**src/rtl/uart_packet_tx.sv**
```systemverilog
// rtl/uart_packet_tx.sv - UART packet transmitter
// Serialises NUM_BYTES characters (start, data LSB first, optional parity, stop) on one TX line.
module uart_packet_tx #(
   parameter int NUM_BYTES    = 3,
   parameter int DATA_BITS    = 8,
   parameter int CLKS_PER_BIT = 5208,
   parameter int PARITY       = 0,
   parameter int STOP_BITS    = 1
) (
   input  logic                           clock_i,
   input  logic                           reset_i,
   input  logic                           start_i,
   input  logic [NUM_BYTES*DATA_BITS-1:0] data_i,
   output logic                           tx_o,
   output logic                           busy_o,
   output logic                           done_o,
   output logic [2:0]                     state_out_o
);

   localparam int PAY_W  = NUM_BYTES * DATA_BITS;
   localparam int BAUD_W = $clog2(CLKS_PER_BIT);
   localparam int BIT_W  = $clog2(DATA_BITS + 1);
   localparam int BYTE_W = $clog2(NUM_BYTES + 1);

   localparam logic [BAUD_W-1:0] BAUD_RELOAD = BAUD_W'(CLKS_PER_BIT - 1);
   localparam logic [BIT_W-1:0]  LAST_DATA   = BIT_W'(DATA_BITS - 1);
   localparam logic [BIT_W-1:0]  LAST_STOP   = BIT_W'(STOP_BITS - 1);
   localparam logic [BYTE_W-1:0] LAST_BYTE   = BYTE_W'(NUM_BYTES - 1);
   localparam logic              ODD_PARITY  = (PARITY == 2);

   typedef enum logic [2:0] {
      S_IDLE   = 3'd0,
      S_START  = 3'd1,
      S_DATA   = 3'd2,
      S_PARITY = 3'd3,
      S_STOP   = 3'd4
   } state_t;

   state_t              state_q, state_d;
   logic [BAUD_W-1:0]   baud_q, baud_d;
   logic [BIT_W-1:0]    bit_idx_q, bit_idx_d;
   logic [BYTE_W-1:0]   byte_idx_q, byte_idx_d;
   logic [PAY_W-1:0]    payload_q, payload_d;
   logic                parity_q, parity_d;
   logic                tx_q, tx_d;
   logic                done_q, done_d;
   logic                baud_tick;

   assign baud_tick = (baud_q == '0);

   always_ff @(posedge clock_i or posedge reset_i) begin
      if (reset_i) begin
         state_q    <= S_IDLE;
         baud_q     <= '0;
         bit_idx_q  <= '0;
         byte_idx_q <= '0;
         payload_q  <= '0;
         parity_q   <= 1'b0;
         tx_q       <= 1'b1;
         done_q     <= 1'b0;
      end else begin
         state_q    <= state_d;
         baud_q     <= baud_d;
         bit_idx_q  <= bit_idx_d;
         byte_idx_q <= byte_idx_d;
         payload_q  <= payload_d;
         parity_q   <= parity_d;
         tx_q       <= tx_d;
         done_q     <= done_d;
      end
   end

   always_comb begin
      state_d    = state_q;
      baud_d     = baud_q;
      bit_idx_d  = bit_idx_q;
      byte_idx_d = byte_idx_q;
      payload_d  = payload_q;
      parity_d   = parity_q;
      done_d     = 1'b0;
      tx_d       = 1'b1;

      if (state_q != S_IDLE) begin
         baud_d = baud_tick ? BAUD_RELOAD : (baud_q - BAUD_W'(1));
      end

      case (state_q)
         S_IDLE: begin
            if (start_i) begin
               state_d    = S_START;
               payload_d  = data_i;
               byte_idx_d = '0;
               bit_idx_d  = '0;
               parity_d   = 1'b0;
               baud_d     = BAUD_RELOAD;
            end
         end
         S_START: begin
            if (baud_tick) begin
               state_d   = S_DATA;
               bit_idx_d = '0;
            end
         end
         S_DATA: begin
            // The payload shifts right so the bit on the line is always payload_q[0].
            if (baud_tick) begin
               parity_d  = parity_q ^ payload_q[0];
               payload_d = payload_q >> 1;
               if (bit_idx_q == LAST_DATA) begin
                  bit_idx_d = '0;
                  state_d   = (PARITY != 0) ? S_PARITY : S_STOP;
               end else begin
                  bit_idx_d = bit_idx_q + BIT_W'(1);
               end
            end
         end
         S_PARITY: begin
            if (baud_tick) begin
               state_d   = S_STOP;
               bit_idx_d = '0;
            end
         end
         S_STOP: begin
            // bit_idx counts stop bits here.
            if (baud_tick) begin
               if (bit_idx_q != LAST_STOP) begin
                  bit_idx_d = bit_idx_q + BIT_W'(1);
               end else begin
                  bit_idx_d = '0;
                  parity_d  = 1'b0;
                  if (byte_idx_q < LAST_BYTE) begin
                     byte_idx_d = byte_idx_q + BYTE_W'(1);
                     state_d    = S_START;
                  end else begin
                     state_d = S_IDLE;
                     baud_d  = '0;
                     done_d  = 1'b1;
                  end
               end
            end
         end
         default: begin
            state_d    = S_IDLE;
            baud_d     = '0;
            bit_idx_d  = '0;
            byte_idx_d = '0;
         end
      endcase

      // tx is registered from the next state so the pin never glitches.
      case (state_d)
         S_START:  tx_d = 1'b0;
         S_DATA:   tx_d = payload_d[0];
         S_PARITY: tx_d = parity_d ^ ODD_PARITY;
         default:  tx_d = 1'b1;
      endcase
   end

   assign tx_o        = tx_q;
   assign busy_o      = (state_q != S_IDLE);
   assign done_o      = done_q;
   assign state_out_o = state_q;

endmodule

```
**config.mk**
```make
export PLATFORM = sky130hd
export DESIGN_NAME = uart_packet_tx
export DESIGN_NICKNAME = d
export VERILOG_FILES = /design/src/rtl/uart_packet_tx.sv
export SDC_FILE = /design/constraint.sdc
export NUM_CORES = 1
export LEC_CHECK = 0
export ABC_AREA = 1
export CORE_MARGIN = 5
export CORE_UTILIZATION = 55
export DETAILED_ROUTE_END_ITERATION = 10
export GPL_ROUTABILITY_DRIVEN = 0
export HOLD_SLACK_MARGIN = 0.15
export PLACE_DENSITY = 0.81
export SYNTH_ARGS = -nofsm -noshare
export SYNTH_HDL_FRONTEND = slang
export SYNTH_SLANG_ARGS = --single-unit
```
**constraint.sdc**
```tcl
create_clock -name clock_i -period 2.08 [get_ports clock_i]
set_input_delay 0.416 -clock clock_i [delete_from_list [all_inputs] [get_ports clock_i]]
set_output_delay 0.416 -clock clock_i [all_outputs]
set_load 0.1 [all_outputs]
```
==> impl_metrics.tcl, run 1 <==
set metrics [dict create \
    portBuffers 32 \
    cts_htree_levels 2 \
    hold_class "in2async" \
    p_comb_frac 0.181 \
    power.leakage_nw 1.47 \
    pwr-share-seq 0.473 \
    diodes 0 \
    synth_async_sr_flop_share 1.00 \
    start_util 0.576 \
    wl_per_cell_um 13.4 \
    cts_root_buffer "clkbuf_8" \
    synth_compound_area_frac 0.138 \
    synth_xor_area_frac 0.0205 \
    grt_max_degree 25 \
    top_usage_layer "met2" \
    ctsHoldBuffers 0 \
    remaining_drc_errors 0 \
    gr-usage-met1 0.218 \
    die_h_um 78.2 \
    fmax_ghz 0.525 \
    cts_setup_buffers 0 \
    clock-sinks 49 \
    hold_slack_ps 441 \
    grt_remaining_overflow 0 \
    synthAdderAreaFrac 0.0147 \
    rsz0062_at_grt "no" \
    track_usage 0.188 \
    p_total_mw 2.29 \
    swShare 0.281 \
    synth_edf_count 0 \
    ir_drop_mv 0.343 \
    netlist_area_sq_mm 0.00256 \
    grt_util_met3 0.0366 \
    end_kind "register" \
    setup_viol 0 \
    path_max_fanout 14 \
    power.switching_uw 642 \
    clk_path_buf_depth 2 \
    multiInputGateArea_sq_mm 0.00110 \
    antenna_found_initial 0 \
    cap_violations 0 \
    synthSimpleGateAreaFrac 0.255 \
    pre_cts_slack_ps 184 \
    synth.area.mux_share 0 \
    die_x_um 78.2 \
    critPathKind "reg2reg" \
    nNetsFinal 379 \
    area_growth_syn_to_layout_pct 21.7 \
    ys_warn_count 0 \
    finalSetupTns_ps 0 \
    ys_seq_elements 49 \
    postRouteAntennaNets 0 \
    vias_per_cell 5.39 \
    synth.net_count 339 \
    ys_types 36 \
    synth_area_per_cell_sq_um 8.29 \
    worst_slack_ps 175 \
    critPathArrivalTime_ps 2120 \
    cts_tree "done" \
    die_area_sq_mm 0.00612 \
    dp.cells 394 \
    clk_latency_ps 300 \
    final_cells 402 \
    grt_first_pass_wirelength_mm 9.26 \
    startpoint_type "register" \
    period_minus_slack_ps 1900 \
    yosys.area.top_type "dfrtp_1" \
    core_region_area_sq_mm 0.00444 \
    met2_usage 0.354 \
    status "complete, no violations" \
    seq_area_sq_mm 0.00123 \
    period_share 0.916 \
    skew_ps 5.98 \
    final_hold_viol_count 0 \
    vias 2168 \
    ys.flop_type "dfrtp_1" \
    drtPass1Iterations 4 \
    drtIter0Drc 121 \
    drv_slew 0 \
    ctsResizeCount 0 \
    fill_cells 360 \
    postSynthCellCount 309 \
    num_rows 24 \
    tightest_slew_ps 463 \
    hpwl_mm 4.19 \
    slew_headroom 0.691 \
    ioPinCount 33 \
    routed_wl_mm 5.39 \
    drive_gt1_frac 0.140 \
    powerDensity_mw_per_mm2 734 \
    ys_seq_area_frac 0.479 \
    power_frac_clock 0.346 \
    cts_buffers 5 \
    grt_pass1_vias 2122 \
    required_ps 2290 \
    synthTopCellsByArea "dfrtp_1 (47%), nand2_1 (10%), o221ai_1 (7.5%)" \
    clk_pin_slew_ps 90 \
    synth_top_family_by_area "simple AND/OR/NAND/NOR gates" \
    synth_top_area_frac 0.469 \
    p_int_mw 1.65 \
]
cells in the mapped netlist, types with 2 or more instances:
library cell,n
buf_2,2
nand4_2,2
o21ai_0,9
inv_1,48
nor2_1,32
xor2_1,4
xnor2_1,2
nor3_1,2
o31ai_1,2
clkbuf_1,4
o21ai_1,2
nand4_1,2
a21oi_1,8
ha_1,3
nand3_1,19
o221ai_1,22
nor2_4,3
nand3_2,2
dfrtp_1,48
inv_2,5
nand2_1,69
nor2_2,5
critical path: stages (launching register included):
cell	delay, ps
dfrtp_1	420
inv_1	70
ha_1	190
inv_1	50
nor2_1	80
nand2_1	90
nor2_4	140
nand2_1	120
a21oi_4	380
nand2_1	100
a22oi_1	150
final timing paths:
kind / depth (start not counted) / start / end / slack (ps)
max: 10 / baud_q[0] / bit_idx_q[2] / 180
min: 2 / reset_i / payload_q[8] / 440
max reg2reg: 10 / baud_q[0] / bit_idx_q[2] / 180
min reg2reg: 2 / byte_idx_q[0] / byte_idx_q[0] / 530
max in group asynchronous: 3 / reset_i / byte_idx_q[0] / 1130
min in group clock_i: 2 / byte_idx_q[0] / byte_idx_q[0] / 530
cell type report:
type / count / share of cell area
inverter: 53 / 0.0638
tap: 52 / 0.0209
clock inverter: 3 / 0.0209
timing repair buffer: 40 / 0.125
sequential: 49 / 0.395
multi-input combinational: 200 / 0.352
clock buffer: 5 / 0.0221
power by group through the flow:
stage                     clock (mW)  combinational (mW)  sequential [mW]
after floorplan                    0               0.163             1.20
after global placement             0               0.407             1.10
after detailed placement           0               0.417             1.10
after CTS                      0.807               0.419             1.08
after global routing           0.842               0.448             1.09
final                          0.790               0.415             1.08
stage by stage:
step           cell area [sq um]  utilization
3_3_place_gp                2980        0.671
2_1_floorplan               2560            -
6_report                    3120        0.702
3_5_place_dp                2980        0.671
4_1_cts                     3120        0.702
5_1_grt                     3120        0.702
metal layers:
metal / routed length (um) / vias up
met4: 59 / 0
met3: 231 / 5
li1: - / 1091
met2: 2770 / 51
met1: 2330 / 1021
met5: 0 / -
state kept, by name, summed over array words and instances, names as in the netlist:
signal,count
done_o,1
byte_idx_q,2
parity_q,1
tx_o,1
payload_q,24
state_out_o,3
baud_q,13
bit_idx_q,4
cells by family after synthesis:
group / after synthesis
buffers and inverters: 60
AO/OA/AOI/OAI: 49
AND/OR/NAND/NOR: 142
flip-flops: 49
adder cells (fa/ha/maj): 3
XOR/XNOR: 6
cell usage in the layout, fill, tap and decap left out, drive strengths merged, types with 3 or more instances in the layout:
cell type       n
nand2          71
inv            53
dfrtp          48
nor2           40
clkdlybuf4s50  26
o221ai         22
nand3          21
buf            14
o21ai          11
a21oi           9
clkbuf          5
xor2            4
nand4           4
ha              3
Note: power is estimated with default switching activity, not from simulation.
==> inputs of run 2 (changes only) <==
--- a/config.mk
+++ b/config.mk
@@ -7,6 +7,8 @@
 export LEC_CHECK = 0
 export ABC_AREA = 1
+export CAP_MARGIN = 5
 export CORE_MARGIN = 5
 export CORE_UTILIZATION = 55
+export CTS_BUF_LIST = sky130_fd_sc_hd__clkbuf_8 sky130_fd_sc_hd__clkbuf_16
 export DETAILED_ROUTE_END_ITERATION = 10
 export GPL_ROUTABILITY_DRIVEN = 0
==> constraint.sdc (replaced) <==
create_clock -name clock_i -period 2.08 [get_ports clock_i]
set_input_delay 0.416 -clock clock_i [delete_from_list [all_inputs] [get_ports clock_i]]
set_output_delay 0.416 -clock clock_i [all_outputs]
set_load 0.01 [all_outputs]
==> run 2 against run 1 <==
Maximum frequency shrank 4.7%. Clock power shrank 29%. Global-route usage shrank 0.89 points. Die area is the same. Critical path depth shrank 7. Routed wire length shrank 6.6%. Worst setup slack lost 94 ps. Critical endpoint is now busy_o.
==> impl_metrics.tcl, run 2 (synthesis results as in run 1) <==
set metrics [dict create \
    cp_num_buf_inv 2 \
    final_area_sq_mm 0.00309 \
    portBuffers 32 \
    final_cells 403 \
    final_cell_mix "nand2_1 (69), inv_1 (48), dfrtp_1 (47), nor2_1 (32), clkdlybuf4s50_1 (32)" \
    clk_latency_ps 300 \
    core_region_area_sq_mm 0.00444 \
    largest_reg_flops 24 \
    grt_first_pass_wirelength_mm 8.86 \
    ioPinCount 33 \
    hpwl_mm 3.80 \
    setup_viol 0 \
    drtPass1Iterations 4 \
    r2r_start "baud_q[1]" \
    clk_pin_slew_ps 90 \
    status "complete, no violations" \
    critPathArrivalTime_ps 1580 \
    clock-sinks 49 \
    diodes 0 \
    slew_headroom 0.717 \
    fmax_ghz 0.500 \
    die_h_um 78.2 \
    crit_slowest_cell "clkdlybuf4s50_1" \
    worstRegToRegCells 11 \
    grt_remaining_overflow 0 \
    r2r_slack_ps 240 \
    vias_per_cell 5.35 \
    cts_buffers 5 \
    reg_top3 "payload_q x24, baud_q x13, bit_idx_q x4" \
    period_share 0.961 \
    cap_violations 0 \
    antenna_found_initial 0 \
    skew_ps 7.73 \
    die_x_um 78.2 \
    powerDensity_mw_per_mm2 621 \
    place_area_sq_mm 0.00298 \
    postRouteAntennaNets 0 \
    hold_class "in2async" \
    dp.cells 393 \
    vias 2155 \
    drive_gt1_frac 0.117 \
    critPathMaxStageDelay_ps 550 \
    final_common_cell "nand2_1" \
    regMostFlops "payload_q" \
    end_kind "primary output" \
    routed_wl_mm 5.03 \
    finalSetupTns_ps 0 \
    final_hold_viol_count 0 \
    path_max_fanout 8 \
    tightest_slew_ps 424 \
    drv_slew 0 \
    path_delay_family "buffers and inverters" \
    startpoint_type "register" \
    rsz0062_at_grt "no" \
    grt_pass1_vias 2034 \
    start_util 0.576 \
    cp-endpoint "busy_o" \
    required_ps 1660 \
    cts_htree_levels 2 \
    power.leakage_nw 1.45 \
    wl_per_cell_um 12.5 \
    cts_tree "done" \
    critPathKind "reg2out" \
    clk_path_buf_depth 2 \
    critical_path.cell_chain "inv_2, nand2_4, clkdlybuf4s50_1" \
    nNetsFinal 381 \
    track_usage 0.179 \
    grt_max_degree 24 \
    crit_start "state_out_o[1]" \
    area_growth_syn_to_layout_pct 20.5 \
    drtIter0Drc 93 \
    die_area_sq_mm 0.00612 \
    reg2reg_to "baud_q[5]" \
    remaining_drc_errors 0 \
    cp_num_cells 3 \
    num_rows 24 \
    cts_root_buffer "clkbuf_8" \
    period_minus_slack_ps 2000 \
    ir_drop_mv 0.343 \
]
## run 2: changes by cell type in the layout (fill, tap and decap cells not counted), sizes merged
cell / delta
clkdlybuf4s50: +6
buf: -4
bufinv: -2
clkbuf: +1
clkinv: -1
inv: +1
## run 2: worst min path at each step
stage / endpoint / cells after the start / slack [ps]
after global placement: byte_idx_q[0] / 2 / 510
after global routing: payload_q[0] / 2 / 450
after detailed placement: byte_idx_q[0] / 2 / 520
final: baud_q[8] / 2 / 420
after CTS: baud_q[8] / 2 / 430
after floorplan: byte_idx_q[0] / 2 / 490
## run 2: final cells by class
cell class | instances | area, sq um
timing repair buffer | 42 | 408
inverter | 53 | 199
tap | 52 | 65.1
multi-input combinational | 200 | 1100
sequential | 49 | 1230
clock inverter | 1 | 3.75
clock buffer | 6 | 82.6
fill | 374 | 1360
## run 2: what timing repair did
action	4_1_cts	5_1_grt
resized for setup	0	1
hold buffers	0	0
endpoints found under the setup margin	0	2
setup buffers	0	3
## run 2: through the flow
stage	worst slack, ps	utilization	hold WS (ps)	power [mW]
6_report	80.9	0.694	418	1.92
5_1_grt	10.1	0.694	449	2.01
4_1_cts	42.5	0.689	432	1.93
3_5_place_dp	206	0.669	518	1.38
3_3_place_gp	270	0.669	510	1.37
2_1_floorplan	460	-	488	1.25
## run 2: power breakdown
group          total (mW)  switching (mW)  internal [mW]
registers            1.07          0.0615           1.01
logic               0.284           0.144          0.140
clock network       0.559           0.299          0.259
total                1.92           0.505           1.41
## run 2: routing by layer
metal	vias to the layer above	wire length, um	track usage
li1	1093	-	-
met1	993	2200	0.216
met2	60	2440	0.313
met3	9	300	0.0423
met4	0	93	0.0682
met5	-	0	0
